$ cat config.mk
export PLATFORM = sky130hd
export DESIGN_NAME = alu_unit
export DESIGN_NICKNAME = d
export VERILOG_FILES = /design/src/rtl/alu_unit.sv
export SDC_FILE = /design/constraint.sdc
export NUM_CORES = 1
export LEC_CHECK = 0
export CORE_ASPECT_RATIO = 1.4
export CORE_MARGIN = 2
export CORE_UTILIZATION = 35
export DETAILED_ROUTE_END_ITERATION = 10
export HOLD_SLACK_MARGIN = 0.03
export PLACE_DENSITY = 0.56
export SETUP_SLACK_MARGIN = 0.2
export SYNTH_ARGS = -nofsm -noshare
export SYNTH_HDL_FRONTEND = slang
export SYNTH_SLANG_ARGS = --single-unit
$ cat constraint.sdc
create_clock -name CLK -period 1.05 [get_ports CLK]
set_clock_uncertainty 0.15 [all_clocks]
set_input_delay 0.21 -clock CLK [delete_from_list [all_inputs] [get_ports CLK]]
set_output_delay 0.21 -clock CLK [all_outputs]
set_load 0.05 [all_outputs]
$ cat src/rtl/alu_unit.sv
// 8-bit registered ALU for the execute stage: result and zero flag are
// captured one clock after the operands and opcode are presented.
module alu_unit (
    input  logic       CLK,
    input  logic       RST_N,
    input  logic [4:0] OP,
    input  logic [7:0] inOne,
    input  logic [7:0] inTwo,
    output logic [7:0] res,
    output logic       ZERO
);

    localparam logic [4:0] OP_ADD  = 5'b00000;
    localparam logic [4:0] OP_SUB  = 5'b00001;
    localparam logic [4:0] OP_SLL  = 5'b00010;
    localparam logic [4:0] OP_SRL  = 5'b00011;
    localparam logic [4:0] OP_SLT  = 5'b00111;
    localparam logic [4:0] OP_SUBU = 5'b01000;
    localparam logic [4:0] OP_ADDU = 5'b01001;
    localparam logic [4:0] OP_AND  = 5'b01010;
    localparam logic [4:0] OP_SEZ  = 5'b01011;
    localparam logic [4:0] OP_SEQ  = 5'b01100;
    localparam logic [4:0] OP_MOD  = 5'b01111;

    logic [7:0] res_d;
    logic [7:0] res_q;
    logic       zero_d;
    logic       zero_q;
    logic [7:0] mod_rem;

    // Restoring remainder, one trial subtraction per dividend bit.
    always_comb begin
        logic [8:0] rem;
        rem = 9'd0;
        for (int i = 7; i >= 0; i--) begin
            rem = {rem[7:0], inOne[i]};
            if (rem >= {1'b0, inTwo}) begin
                rem = rem - {1'b0, inTwo};
            end
        end
        mod_rem = (inTwo == 8'd0) ? inOne : rem[7:0];
    end

    always_comb begin
        res_d = 8'd0;
        if (OP[4:2] == 3'b100) begin
            res_d = inOne + inTwo;
        end else begin
            case (OP)
                OP_ADD, OP_ADDU: res_d = inOne + inTwo;
                OP_SUB, OP_SUBU: res_d = inOne - inTwo;
                OP_SLL:          res_d = inOne << inTwo;
                OP_SRL:          res_d = inOne >> inTwo;
                OP_SLT:          res_d = {7'd0, $signed(inOne) < $signed(inTwo)};
                OP_AND:          res_d = inOne & inTwo;
                OP_SEZ:          res_d = {7'd0, inOne == 8'd0};
                OP_SEQ:          res_d = {7'd0, inOne == inTwo};
                OP_MOD:          res_d = mod_rem;
                default:         res_d = 8'd0;
            endcase
        end
        zero_d = (res_d == 8'd0);
    end

    always_ff @(posedge CLK or negedge RST_N) begin
        if (!RST_N) begin
            res_q  <= 8'h00;
            zero_q <= 1'b1;
        end else begin
            res_q  <= res_d;
            zero_q <= zero_d;
        end
    end

    assign res  = res_q;
    assign ZERO = zero_q;

endmodule

# After elaboration in Yosys (flattened, before gate mapping)
# Index checks and enable logic that the tools add are counted.
[totals]
regBits = 9
in_bits = 23
out_inout_bits = 9
[classes]
add_sub_neg = 10
n_lt_le_gt_ge = 9
n_eq_ne = 12
shifts = 2
mux = 11
bitwise_logic = 1
n_reduce_logical = 6
[op_table]
columns = ["op", "count"]
rows = [
  ["2-to-1 mux 8 bit", 10],
  ["one-hot mux 8 bit (9 select lines)", 1],
  ["subtractor 8 bit", 8],
  ["greater-or-equal comparator 9 x 8 -> 1 bit", 7],
  ["equality test 5 x 4 -> 1 bit, second input constant", 6],
  ["zero test 8 bit", 3],
  ["equality test 5 x 2 -> 1 bit, second input constant", 2],
  ["adder 8 bit", 1],
  ["bitwise AND 8 bit", 1],
  ["equality test 8 bit", 1],
  ["greater-or-equal comparator 1 x 8 -> 1 bit", 1],
  ["< comparator 8 bit", 1],
  ["left shift 8 x 8 -> 8 bit", 1],
  [">> shifter 8 x 8 -> 8 bit", 1],
  ["subtractor 1 x 8 -> 8 bit", 1],
  ["equality test 5 x 1 -> 1 bit, second input constant", 1],
  ["equality test 5 x 3 -> 1 bit, second input constant", 1],
  ["zero test 5 bit", 1],
  ["OR reduction 2 bit", 2],
  ["equality test 3 bit, second input constant", 1],
]

# Longest topological paths before layout
# Gate-level depths: netlist of the first run.
[depth]
ltp_word = 20
depth_mapped = 86
ltp_nobuf = 82

# Worst setup path before layout of the first run
# OpenSTA, ideal clock, no wires.
[synth_timing]
path_type = "input port to flip-flop"
start = "input inTwo[1]"
end = "register zero_q, in the netlist ZERO"
setup_ns = 0.089
t_arrival_ns = 15.845
t_required_ns = 0.811
path_slack_ns = -15.035
path_stages = 80
path_buffers = 6
path_cell_list = "clkbuf_1 > inv_1 > ha_1 > o211ai_1 > nor2_1 > a21oi_1 > inv_1 > ha_1 > nand3b_1 > a21o_1 > a31o_2 > nand2_1 > o21ai_0 > inv_1 > ha_1 > nor2b_1 > o31a_1 > o31ai_1 > [... 44 more ...] > a211oi_1 > buf_2 > nor2_1 > a21oi_1 > ha_1 > nor2b_1 > o21ai_0 > a21oi_1 > o21ai_0 > a21oi_1 > o31ai_1 > nand2b_1 > a21oi_1 > mux2i_1 > o221ai_1 > a211o_1 > nor4_1 > nor4b_2"
[synth_via]
elab_chain_len = 20
[synth_rtl]
columns = ["item", "line_no", "source"]
rows = [
  ["from (decl)", "8", "input logic [7:0] inTwo,"],
  ["subtractor 1 x 8 -> 8 bit / greater-or-equal comparator 1 x 8 -> 1 bit (equally long branches)", "38, 37", ""],
  ["2-to-1 mux 8 bit", "37", "if (rem >= {1'b0, inTwo}) begin"],
  ["subtractor 8 bit / greater-or-equal comparator 9 x 8 -> 1 bit (equally long branches)", "38, 37", ""],
  ["2-to-1 mux 8 bit", "37", ""],
  ["subtractor 8 bit / greater-or-equal comparator 9 x 8 -> 1 bit (equally long branches)", "38, 37", ""],
  ["2-to-1 mux 8 bit", "37", ""],
  ["subtractor 8 bit / greater-or-equal comparator 9 x 8 -> 1 bit (equally long branches)", "38, 37", ""],
  ["2-to-1 mux 8 bit", "37", ""],
  ["[... 6 more ...]", "n/a", ""],
  ["greater-or-equal comparator 9 x 8 -> 1 bit / subtractor 8 bit (equally long branches)", "37, 38", ""],
  ["2-to-1 mux 8 bit", "37", ""],
  ["2-to-1 mux 8 bit", "41", "mod_rem = (inTwo == 8'd0) ? inOne : rem[7:0];"],
  ["one-hot mux 8 bit (9 select lines)", "49", "case (OP)"],
  ["2-to-1 mux 8 bit (*)", "46", "if (OP[4:2] == 3'b100) begin"],
  ["net res_d[3]", "25", "logic [7:0] res_d;"],
  ["zero test 8 bit (*)", "62", "zero_d = (res_d == 8'd0);"],
  ["net zero_d", "27", "logic zero_d;"],
  ["to (signal assigned)", "71", "zero_q <= zero_d;"],
  ["to (decl)", "28", "logic zero_q;"],
]
# The timed path passes the listed nets; every way through them passes the cells marked *.

# Worst setup path in the final report of the first run
[layout_timing]
start = "input inTwo[0]"
end = "register zero_q, in the netlist ZERO"
[layout_via]
elab_chain_len = 20
[layout_rtl]
columns = ["item", "line_no"]
rows = [
  ["subtractor 1 x 8 -> 8 bit / greater-or-equal comparator 1 x 8 -> 1 bit (equally long branches)", "38, 37"],
  ["2-to-1 mux 8 bit", "37"],
  ["subtractor 8 bit / greater-or-equal comparator 9 x 8 -> 1 bit (equally long branches)", "38, 37"],
  ["2-to-1 mux 8 bit", "37"],
  ["subtractor 8 bit / greater-or-equal comparator 9 x 8 -> 1 bit (equally long branches)", "38, 37"],
  ["2-to-1 mux 8 bit", "37"],
  ["subtractor 8 bit / greater-or-equal comparator 9 x 8 -> 1 bit (equally long branches)", "38, 37"],
  ["2-to-1 mux 8 bit", "37"],
  ["[... 5 more ...]", "n/a"],
  ["2-to-1 mux 8 bit", "37"],
  ["subtractor 8 bit / greater-or-equal comparator 9 x 8 -> 1 bit (equally long branches)", "38, 37"],
  ["2-to-1 mux 8 bit", "37"],
  ["2-to-1 mux 8 bit", "41"],
  ["one-hot mux 8 bit (9 select lines)", "49"],
  ["2-to-1 mux 8 bit (*)", "46"],
  ["zero test 8 bit (*)", "62"],
  ["net zero_d", "27"],
]
# Marked as above.

==> flow_metrics.py, run 1 <==
metrics = {
    "run_status": {
        "outcome": "finished, violations left",
        "violations": "negative setup slack",
    },
    "setup_path": {
        "critPathCaptureType": "register",
        "cpMostUsedCell": "o21ai_2",
        "worstPathMaxFanout": 6,
        "crit_type": "in -> reg",
        "required_ps": 1040,
        "cpPeakStageDelay_ps": 470,
        "cp.arrival_ps": 14710,
        "crit_slowest_cell": "a2111oi_4",
        "cp-start-kind": "input pin",
    },
    "timing": {
        "whs_ps": 40.83,
        "max-slew-margin-rel": 0.5137,
        "slew_viol_final": 0,
        "post-route-min-period_ps": 14730,
        "setup_ws_ps": -13680,
        "rsz0062_at_grt": "yes",
        "hold_viol_final": 0,
        "worst_pin_slew_ps": 727.9,
        "fmax_ghz": 0.06791,
        "setup_viol": 18,
        "min_period_over_period": 14.03,
    },
    "cells_and_area": {
        "drive_gt1_frac": 0.5192,
        "stdcell_area_mm2": 0.009837,
        "post-route-util": 0.6750,
        "num-nets-final": 1227,
        "syn_to_final_growth_pct": 87.77,
        "n_antenna_cell": 0,
    },
    "synth": {
        "syn_area_mm2": 0.005239,
        "synth-edff-count": 0,
        "synth.most_common_cell": "ha_1",
        "yosys.area.top_type_share": 0.1743,
        "yosysTopAreaCell": "ha_1",
        "yosys-top-cells-area": "ha_1 (17%), nor2_1 (5.0%), mux2i_1 (5.0%)",
        "synth-seq-area-share": 0.04323,
        "synthAdderAreaFrac": 0.2087,
        "ys_seq_elements": 9,
        "synthCells": 720,
        "yosys.area_share.simple": 0.2455,
        "synth_compound_area_frac": 0.3208,
        "synthMuxAreaShare": 0.08264,
        "yosys.area_share.xor_xnor": 0.04514,
        "synthDistinctLibCells": 81,
        "syn_nets": 825,
        "synth_top_family_by_area": "compound AO/OA/AOI/OAI gates",
        "async_flop_share": 1.000,
        "synth_common_cells": "ha_1 (73), nor2_1 (70), nand2_1 (52), inv_1 (51), a21oi_1 (48)",
        "synthFlopType": "dfrtp_1",
        "syn_avg_cell_area_um2": 7.276,
        "yosysWarningCount": 0,
    },
    "routing": {
        "drcViolationCount": 0,
        "antenna_left": 0,
        "via_per_inst": 5.702,
        "drt_wl_total_um": 25040,
        "wl_per_cell_um": 19.12,
        "vias": 7469,
        "drt-initial-drc-count": 404,
        "drtPass1Iterations": 5,
    },
    "placed_design": {
        "dpl.hpwl_um": 17740,
        "io_buffers": 31,
        "pre_cts_slack_ps": -14490,
        "place_congestion": 0.9375,
        "dpl_cell_area_mm2": 0.008294,
    },
    "global_routing": {
        "grt_pass1_vias": 7728,
        "antenna_found_initial": 0,
        "grt_max_degree": 33,
        "grt_pass1_wl_um": 36770,
        "grt-ovfl-total": 0,
        "grtUsageTotal": 0.2869,
    },
    "clock_network": {
        "cts_sinks": 9,
        "clkTransAtPathRegs_ps": 40,
        "cts_tree": "built",
        "cts_buffers": 3,
        "ctsRootBufferMaster": "clkbuf_16",
        "clockBufferDepth": 2,
        "htreeDepth": 1,
    },
    "floorplanning": {
        "core_mm2": 0.01457,
        "die_area_mm2": 0.01598,
        "rows": 52,
        "start_util": 0.3595,
        "dieWidth_um": 107.4,
        "io_pins": 32,
        "dieHeight_um": 148.8,
    },
    "flow_run": {
        "drv_cap": 0,
    },
    "power_and_ir_drop": {
        "cellPowerDensity_mw_per_mm2": 2333,
        "peakVddDrop_mv": 2.764,
        "p_leak_nw": 4.637,
    },
    "worst_hold_path": {
        "hp-class": "in -> async",
    },
}
## cells by family (layout without fill, tap and decap cells)
kind of cell / after synthesis / in the layout
xor gates and xnor gates: 27 / 27
and+or+nand+nor: 251 / 252
AOI/OAI and AO/OA: 238 / 238
adders and majority gates: 82 / 82
DFF: 9 / 9
buffers and inverters: 72 / 472
muxes: 41 / 41
## stage by stage
stage / cells / setup TNS [ps] / total power, W
3_3_place_gp: 1218 / -122750 / 0.01486
5_1_grt: 1310 / -124950 / 0.02392
4_1_cts: 1283 / -116460 / 0.01866
3_5_place_dp: 1218 / -127930 / 0.01523
2_1_floorplan: 720 / -117930 / 0.009034
6_report: 1310 / -120390 / 0.02295
## timing repair
item	in CTS	in global routing
buffers inserted	61	26
hold buffers	0	0
resized for setup	126	71
pin swaps	63	39
endpoints found under the setup margin	18	18
gates cloned	0	1
## area by class of cell
cell class / instances / area, um2
flip-flops and latches: 9 / 236.5
well taps: 189 / 236.5
multi-input cells: 640 / 5714
fillers: 1137 / 4737
inverters: 52 / 205.2
clock buffers: 4 / 78.83
repair buffers: 416 / 3366
## layout by cell type, fill, tap and decap left out, drive strengths merged, types with 15 or more instances in the layout
cell,instances
inv,51
xor2,16
a21oi,49
o21ai,47
nand2,54
nor3,17
buf,401
nand4,16
nor2,70
nor2b,19
a211oi,15
mux2i,26
mux2,15
o21a,16
ha,73
nand2b,15
## final timing paths
check	start	endpoint	slack [ps]	depth (start not counted)
max	inTwo[0]	ZERO	-13680	76
min	RST_N	res[6]	40	1
min in group CLK	inTwo[6]	ZERO	700	9
max in group asynchronous	RST_N	res[0]	370	2
## where the power goes
group          internal, W  leakage [nW]  switching [W]
Clock             0.000508        0.0382       0.000168
Sequential        0.000435         0.102      0.0000591
Combinational       0.0113          4.50         0.0104
## per-layer routing
layer / wire length, um / track usage / vias up
li1: - / - / 3516
met1: 9183 / 0.2972 / 3538
met2: 13030 / 0.5497 / 284
met3: 1027 / 0.02490 / 131
met4: 1798 / 0.1705 / 0
met5: 0 / 0 / -
## worst max-delay path: cells and delay by family
| kind | cells | cell delay, ps |
|---|---|---|
| simple gates | 20 | 3610 |
| compound gates | 32 | 6410 |
| mux | 3 | 850 |
| xor+xnor | 1 | 280 |
| buf+inv | 11 | 1200 |
| fa+ha+maj | 9 | 2110 |
## sequential cells by signal, summed over array words and instances, names as in the netlist
name,flops
ZERO,1
res,8
Power figures use the tool's default switching activity.
==> run 2, diff against run 1 <==
--- a/config.mk
+++ b/config.mk
@@ -7,10 +7,10 @@
 export LEC_CHECK = 0
 export CORE_ASPECT_RATIO = 1.4
 export CORE_MARGIN = 2
-export CORE_UTILIZATION = 35
+export CORE_UTILIZATION = 63
 export DETAILED_ROUTE_END_ITERATION = 10
 export HOLD_SLACK_MARGIN = 0.03
-export PLACE_DENSITY = 0.56
+export PLACE_DENSITY = 0.88
 export SETUP_SLACK_MARGIN = 0.2
 export SYNTH_ARGS = -nofsm -noshare
 export SYNTH_HDL_FRONTEND = slang
==> flow_metrics.py, run 2 <==
metrics = {
    "synth": {
        "syn_area_mm2": 0.005239,
        "async_flop_share": 1.000,
        "synthFlopType": "dfrtp_1",
        "yosys.area.top_type_share": 0.1743,
        "synthDistinctLibCells": 81,
        "synth-seq-area-share": 0.04323,
        "synth.most_common_cell": "ha_1",
        "yosysWarningCount": 0,
        "synth-edff-count": 0,
        "yosysTopAreaCell": "ha_1",
        "syn_avg_cell_area_um2": 7.276,
        "ys_seq_elements": 9,
        "synth_common_cells": "ha_1 (73), nor2_1 (70), nand2_1 (52), inv_1 (51), a21oi_1 (48)",
        "synthCells": 720,
        "yosys-top-cells-area": "ha_1 (17%), nor2_1 (5.0%), mux2i_1 (5.0%)",
        "syn_nets": 825,
    },
    "floorplanning": {
        "dieHeight_um": 111.9,
        "start_util": 0.6467,
        "rows": 39,
        "io_pins": 32,
        "dieWidth_um": 81.07,
    },
    "placed_design": {
        "io_buffers": 31,
        "place_congestion": 1.071,
    },
    "run_status": {
        "error": "[ERROR DPL-0038] Utilization greater than 100%, impossible to legalize",
        "lastStage": "3_5_place_dp",
        "outcome": "stopped before the end",
    },
}
==> run 2: cell counts after synthesis <==
No cell type changed its count.
==> run 2: kinds of logic after synthesis <==
kind of cell | after synthesis | share of synthesized area
buf+inv | 72 | 0.05397
mux | 41 | 0.08264
flops | 9 | 0.04323
xor+xnor | 27 | 0.04514
compound gates | 238 | 0.3208
fa+ha+maj | 82 | 0.2087
simple gates | 251 | 0.2455
==> run 2: stage by stage <==
step / hold slack [ps] / TNS (ps) / std cells / cell area [um2]
2_1_floorplan: -235.6 / -117930 / 720 / 5563
3_3_place_gp: 416.7 / -119670 / 1129 / 8175
==> run 3, diff against run 2 <==
==> config.mk (replaced) <==
export PLATFORM = sky130hd
export DESIGN_NAME = alu_unit
export DESIGN_NICKNAME = d
export VERILOG_FILES = /design/src/rtl/alu_unit.sv
export SDC_FILE = /design/constraint.sdc
export NUM_CORES = 1
export LEC_CHECK = 0
export CORE_MARGIN = 2
export CORE_UTILIZATION = 40
export DETAILED_ROUTE_END_ITERATION = 10
export PLACE_DENSITY_LB_ADDON = 0.15
export SYNTH_ARGS = -nofsm -noshare
export SYNTH_HDL_FRONTEND = slang
export SYNTH_SLANG_ARGS = --single-unit
==> flow_metrics.py, run 3 (synthesized netlist as in run 1, its figures left out) <==
metrics = {
    "floorplanning": {
        "dieHeight_um": 118.4,
        "io_pins": 32,
        "rows": 41,
        "start_util": 0.4118,
        "die_area_mm2": 0.01403,
        "core_mm2": 0.01272,
        "dieWidth_um": 118.4,
    },
    "run_status": {
        "violations": "negative setup slack",
        "outcome": "finished, violations left",
    },
    "clock_network": {
        "cts_tree": "built",
        "ctsRootBufferMaster": "clkbuf_16",
        "clkTransAtPathRegs_ps": 40,
        "clockBufferDepth": 2,
        "cts_buffers": 3,
        "htreeDepth": 1,
        "cts_sinks": 9,
    },
    "routing": {
        "drt-initial-drc-count": 587,
        "drtPass1Iterations": 6,
        "via_per_inst": 5.955,
        "drt_wl_total_um": 26100,
        "antenna_left": 0,
        "drcViolationCount": 0,
        "wl_per_cell_um": 20.06,
        "vias": 7747,
    },
    "timing": {
        "fmax_ghz": 0.06643,
        "setup_tns_ps": -123850,
        "hold_viol_final": 0,
        "whs_ps": 36.06,
        "post-route-min-period_ps": 15050,
        "setup_ws_ps": -14000,
        "setup_viol": 18,
        "min_period_over_period": 14.34,
        "rsz0062_at_grt": "yes",
        "max-slew-margin-rel": 0.4345,
        "slew_viol_final": 0,
        "worst_pin_slew_ps": 826.9,
    },
    "global_routing": {
        "grtUsageTotal": 0.3231,
        "grt-ovfl-total": 0,
        "grt_pass1_vias": 7687,
        "grt_pass1_wl_um": 37230,
        "grt_max_degree": 32,
        "antenna_found_initial": 0,
    },
    "power_and_ir_drop": {
        "p_leak_nw": 4.687,
        "cellPowerDensity_mw_per_mm2": 2564,
        "pwr-share-clk": 0.028,
        "intPower_w": 0.01337,
        "p_seq_frac": 0.019,
        "peakVddDrop_mv": 1.872,
        "power_frac_comb": 0.953,
        "swShare": 0.4691,
        "switching_power_w": 0.01181,
    },
    "setup_path": {
        "required_ps": 1050,
        "crit_start": "inOne[7]",
        "crit_type": "in -> reg",
        "crit_slowest_cell": "or4_4",
        "critPathCaptureType": "register",
        "cp-start-kind": "input pin",
        "cpPeakStageDelay_ps": 530,
        "cp.arrival_ps": 15050,
        "cpMostUsedCell": "o21ai_2",
        "worstPathMaxFanout": 5,
    },
    "worst_hold_path": {
        "hp-class": "in -> async",
    },
    "flow_run": {
        "drv_cap": 0,
    },
    "cells_and_area": {
        "final_common_cell": "buf_4",
        "n_antenna_cell": 0,
        "drive_gt1_frac": 0.5199,
        "num-nets-final": 1235,
        "largest_register_ffs": 8,
        "layout_common_cells": "buf_4 (378), nor2_1 (55), ha_1 (50), nand2_1 (44), inv_1 (40)",
        "syn_to_final_growth_pct": 87.44,
    },
    "placed_design": {
        "dpl.hpwl_um": 17010,
        "io_buffers": 31,
        "pre_cts_slack_ps": -14310,
        "place_congestion": 0.9643,
    },
}
[run 3: routing by layer]
layer / wire length [um] / GRT usage
met1: 10170 / 0.3773
met2: 12400 / 0.5766
met3: 1763 / 0.03041
met4: 1774 / 0.1801
met5: 0 / 0
[run 3: layout make-up]
type / count / area, um2
clock buffers: 4 / 78.83
fillers: 863 / 2903
inverters: 52 / 202.7
multi-input cells: 639 / 5670
flip-flops and latches: 9 / 226.5
well taps: 172 / 215.2
repair buffers: 425 / 3426
[run 3: metrics by stage]
step / total power, W / instances / util / instance area [um2]
after floorplan: 0.009019 / 720 / - / 5553
after global placement: 0.01484 / 1210 / 0.6558 / 8343
after detailed placement: 0.01526 / 1210 / 0.6558 / 8343
after CTS: 0.01919 / 1270 / 0.7132 / 9074
after global routing: 0.02628 / 1301 / 0.7718 / 9819
final: 0.02518 / 1301 / 0.7718 / 9819
[run 3: timing repair]
action | CTS | global route
buffers inserted | 59 | 37
pin swaps | 47 | 84
gates resized for setup | 85 | 106
hold buffers | 0 | 0
endpoints found under the hold margin | 0 | 0
endpoints found under the setup margin | 18 | 18
[run 3: how the worst max path moves through the flow]
stage	to	slack, ps
5_1_grt	ZERO	-14440
3_3_place_gp	ZERO	-13740
2_1_floorplan	ZERO	-13480
6_report	ZERO	-14000
3_5_place_dp	ZERO	-14310
4_1_cts	ZERO	-13280
[run 3: worst max-delay path, delay by kind of cell]
kind | cells | cell delay [ps]
AND/OR/NAND/NOR | 19 | 3460
buffers and inverters | 12 | 1270
XOR/XNOR | 1 | 320
adder cells (fa/ha/maj) | 8 | 2070
multiplexers | 3 | 830
AO/OA/AOI/OAI | 36 | 6820
[run 3: power groups by stage]
stage / Combinational, W / Clock (W) / Sequential [W]
after CTS: 0.0180 / 0.000695 / 0.000488
after detailed placement: 0.0148 / 0 / 0.000490
after floorplan: 0.00832 / 0 / 0.000702
final: 0.0240 / 0.000693 / 0.000485
after global routing: 0.0251 / 0.000722 / 0.000492
after global placement: 0.0144 / 0 / 0.000488
